===== src/rtl/g_nnor_filt.sv =====
// Purpose: WIDTH-input NOR of filtered, maskable active-low lines with minimum-low stretch, event pulse and sticky flags.
// Latency: an input change reaches YN 2*SYNC+FILT edges after it is first sampled; STS sets on the edge YN falls.
// Backpressure: none; a free-running sampler that evaluates its inputs on every clock.
module g_nnor_filt #(
  parameter int WIDTH   = 4,
  parameter int SYNC    = 1,
  parameter int FILT    = 2,
  parameter int STRETCH = 3
) (
  input  logic             CK,
  input  logic             CD,
  input  logic [WIDTH-1:0] AN,
  input  logic [WIDTH-1:0] MSK,
  input  logic             CLR,
  output logic             YN,
  output logic             EVT,
  output logic [WIDTH-1:0] STS
);

  // Counter compares are done at 8 bits; FILT and STRETCH are limited to 255.
  localparam logic [7:0] FILT_LAST = 8'(FILT - 1);
  localparam logic [7:0] HOLD_LOAD = 8'(STRETCH);

  logic [WIDTH-1:0] s_dat;    // synchronised inputs
  logic [WIDTH-1:0] f_dat;    // filtered inputs, idle high
  logic [WIDTH-1:0] act;      // asserted and unmasked
  logic             any_act;
  logic [7:0]       cnt [WIDTH];
  logic [7:0]       hold;

  generate
    if (SYNC != 0) begin : g_sync
      logic [WIDTH-1:0] meta;
      logic [WIDTH-1:0] sync;
      // two-flop synchroniser, parked at the inactive (high) level while cleared
      always_ff @(posedge CK or posedge CD) begin
        if (CD) begin
          meta <= '1;
          sync <= '1;
        end else begin
          meta <= AN;
          sync <= meta;
        end
      end
      assign s_dat = sync;
    end else begin : g_nosync
      assign s_dat = AN;
    end
  endgenerate

  // per-bit glitch filter: F follows S only after FILT consecutive differing samples
  always_ff @(posedge CK or posedge CD) begin
    if (CD) begin
      f_dat <= '1;
      for (int i = 0; i < WIDTH; i++) cnt[i] <= '0;
    end else begin
      for (int i = 0; i < WIDTH; i++) begin
        if (s_dat[i] == f_dat[i]) begin
          cnt[i] <= '0;
        end else if (cnt[i] == FILT_LAST) begin
          f_dat[i] <= s_dat[i];
          cnt[i]   <= '0;
        end else begin
          cnt[i] <= cnt[i] + 8'd1;
        end
      end
    end
  end

  // Masking is applied after the filter so MSK takes effect immediately.
  assign act     = ~f_dat & ~MSK;
  assign any_act = |act;

  // output register with minimum-low stretch and first-low-cycle event
  always_ff @(posedge CK or posedge CD) begin
    if (CD) begin
      YN   <= 1'b1;
      EVT  <= 1'b0;
      hold <= '0;
    end else begin
      EVT <= YN & any_act;
      if (any_act)
        YN <= 1'b0;
      else if (hold == 8'd0)
        YN <= 1'b1;
      // hold loads only on the falling edge; re-assertion while low does not extend it
      if (YN && any_act)
        hold <= HOLD_LOAD;
      else if (hold != 8'd0)
        hold <= hold - 8'd1;
    end
  end

  // sticky source flags; a new assertion wins over a simultaneous clear
  always_ff @(posedge CK or posedge CD) begin
    if (CD)
      STS <= '0;
    else
      STS <= (STS & ~{WIDTH{CLR}}) | act;
  end

endmodule

===== config.mk =====
export PLATFORM = sky130hd
export DESIGN_NAME = g_nnor_filt
export DESIGN_NICKNAME = d
export VERILOG_FILES = /design/src/rtl/g_nnor_filt.sv
export SDC_FILE = /design/constraint.sdc
export NUM_CORES = 1
export LEC_CHECK = 0
export ABC_AREA = 1
export CAP_MARGIN = 20
export CORE_MARGIN = 2
export CORE_UTILIZATION = 35
export CTS_CLUSTER_SIZE = 25
export DETAILED_ROUTE_END_ITERATION = 10
export GPL_TIMING_DRIVEN = 0
export PLACE_DENSITY = 0.61
export SETUP_SLACK_MARGIN = 0.02
export SYNTH_ARGS = -nofsm -noshare
export SYNTH_HDL_FRONTEND = slang
export SYNTH_SLANG_ARGS = --single-unit

===== constraint.sdc =====
create_clock -name CK -period 2.4 [get_ports CK]
set_clock_uncertainty 0.2 [all_clocks]
set_input_delay 0.72 -clock CK [delete_from_list [all_inputs] [get_ports CK]]
set_output_delay 0.72 -clock CK [all_outputs]
set_load 0.03 [all_outputs]

==> flow_summary.yaml <==
cts:
  htreeDepth: 3
  clk_latency_ns: 0.33
  post_cts_resized: 1
  cts_max_path_buffers: 2
  post_cts_buffers: 0
  clkSinkCount: 58
  cts_tree: "yes"
  clockRootBuffer: "clkbuf_8"
  clk_pin_slew_ns: 0.07
  hold_buffers: 0
  cts_buffers: 9
setup_path:
  required_ns: 1.48
  crit_chain: "clkdlybuf4s50_1"
  crit_type: "reg2out"
  start_kind: "flip-flop"
  cp_slowest_stage_delay_ns: 0.70
  crit_path_max_fanout: 2
  crit_slowest_cell: "clkdlybuf4s50_1"
  cp.arrival_ns: 1.39
  cp_top_family: "buffers and inverters"
  worst_setup_path_end_kind: "primary output"
  cp_num_buf_inv: 1
floorplan:
  die-area_um2: 8610
  std_cell_rows: 32
  die_h_um: 92.8
  core_area_um2: 7690
  start_util_pct: 35.9
  ios: 17
  die_x_um: 92.8
min_path:
  min_path_type: "reg2reg"
drt:
  dr.first_iter.drc_count: 64
  drc: 0
  viasPerCell: 4.47
  routed_wl_mm: 4.75
  vias: 2009
  dr.pass1.iters: 6
  wl_per_cell_um: 10.6
  antenna_left: 0
run_status:
  status: "complete, no violations"
timing:
  setup_viol: 0
  hold_viol: 0
  finalCritPeriodShare_pct: 96.2
  fmax_mhz: 433
  relSlewSlack_pct: 54.0
  fin_crit_ns: 2.31
  worst_slew_pin_slew_ns: 0.689
  maxSlewViolCount: 0
  rsz0062_at_grt: "no"
placement:
  hpwl_mm: 3.45
  placed_cell_area_um2: 3070
  io_buffer_count: 16
  place_congestion: 0.776
grt:
  overflow: 0
  grtUsageTotal_pct: 12.8
  grt_pass1_wl_mm: 8.59
  grt_start_max_net_pins: 34
  grt_pass1_vias: 1995
  antenna_found_initial: 0
finish:
  drive_above_1_share_pct: 14.7
  final_nets: 363
  final_area_um2: 3320
  area_delta_synth_final_pct: 20.2
  n_fill_cell: 750
  diodes: 0
synthesis:
  postSynthAreaPerCell_um2: 8.79
  ys_seq_area_share_pct: 53.2
  yosys.cell_types.count: 27
  synth_cells: 314
  syn-cell-area_um2: 2760
  synth-seq-cells: 58
  ys_warn_count: 0
  synth_nets: 335
pwr:
  powerDensity_nw_per_um2: 1010
  finalPower_w: 0.00334
  leakage_nw: 1.59
  ir_worst_vdd_v: 0.000634
flow_run:
  maxCapViolCount: 0
[sequential cells by signal, indices dropped and copies added, names as in the netlist]
signal	flops
EVT	1
STS	4
YN	1
cnt	32
f_dat	4
g_sync.meta	4
g_sync.sync	4
hold	8
[worst paths after layout]
kind                           startpoint              to  slack, ns  depth (start not counted)
max reg2reg                       hold[0]         hold[5]       0.93                          7
max                                STS[3]          STS[3]       0.09                          1
min reg2reg                g_sync.meta[2]  g_sync.sync[2]       0.16                          0
max in group asynchronous              CD  g_sync.sync[1]       0.74                          3
min in group asynchronous              CD         cnt[31]       0.61                          2
min                        g_sync.meta[2]  g_sync.sync[2]       0.16                          0
[Yosys cell counts (all sizes together)]
library cell | instances | area, um2
dfstp | 13 | 342
nor3 | 9 | 50.1
o22ai | 4 | 25.0
a31o | 2 | 17.5
nand3 | 20 | 130
dfrtp | 45 | 1130
nor2 | 53 | 209
xnor2 | 4 | 35.0
nor3b | 4 | 35.0
o21ai | 9 | 45.0
o211ai | 1 | 7.51
a21oi | 7 | 38.8
ha | 10 | 125
a31oi | 1 | 6.26
xor2 | 8 | 70.1
nand4 | 7 | 43.8
nand2 | 64 | 255
inv | 53 | 199
[layout by cell type, fill, tap and decap left out, types with 2 or more instances in the layout]
master | synthesis | final
a31o_2 | 2 | 2
dfrtp_1 | 45 | 45
inv_1 | 52 | 51
nand3_2 | 6 | 6
clkbuf_8 | 0 | 11
nor2_2 | 4 | 4
nand2_2 | 3 | 3
nor3b_1 | 3 | 3
o21ai_0 | 8 | 8
ha_1 | 10 | 10
nor2_1 | 49 | 49
nand3_1 | 14 | 14
clkinv_2 | 0 | 2
dfstp_2 | 13 | 13
bufinv_16 | 0 | 3
inv_2 | 1 | 2
o22ai_1 | 4 | 4
a21oi_1 | 6 | 6
nand2_1 | 60 | 60
nand4_1 | 7 | 7
xor2_1 | 8 | 8
nor3_1 | 8 | 8
clkdlybuf4s50_1 | 0 | 15
xnor2_1 | 4 | 4
[stage by stage]
stage	TNS (ns)	instances	setup slack, ns	hold WS [ns]	util, %
finish	0	449	0.0914	0.155	43.2
global route	0	449	0.0381	0.158	43.2
CTS	0	449	0.0679	0.156	43.2
detailed placement	0	433	0.235	0.148	39.9
global placement	-53.36	432	-1.04	0.147	39.6
floorplan	0	314	0.0735	0.145	-
[metal layers]
layer	track usage [%]	routed length [um]
met5	0	0
met4	7.60	113
met3	3.17	122
met2	21.1	2200
met1	15.0	2310
[cells by family (layout without fill, tap and decap cells)]
kind of cell,Yosys count,in the layout,synth area share (%)
AND/OR/NAND/NOR,157,157,26.2
flip-flops,58,58,53.2
adder cells (fa/ha/maj),10,10,4.53
buffers and inverters,53,86,7.21
AO/OA/AOI/OAI,24,24,5.08
XOR/XNOR,12,12,3.81
[report_power, final]
part           leakage, nW  total [W]  internal, W  switching, W
combinational        0.727   0.000829     0.000320      0.000509
sequential           0.732    0.00139      0.00121      0.000180
clock                0.129    0.00112     0.000743      0.000374
total                 1.59    0.00334      0.00228       0.00106
[layout make-up]
type,instances,area (um2),area share [%]
clock buffers,11,151,4.56
inverters,53,199,6.00
flip-flops and latches,58,1470,44.2
well taps,102,128,3.85
clock inverters,5,100,3.02
repair buffers,17,179,5.39
multi-input cells,203,1090,33.0
Note: power is estimated with default switching activity, not from simulation.
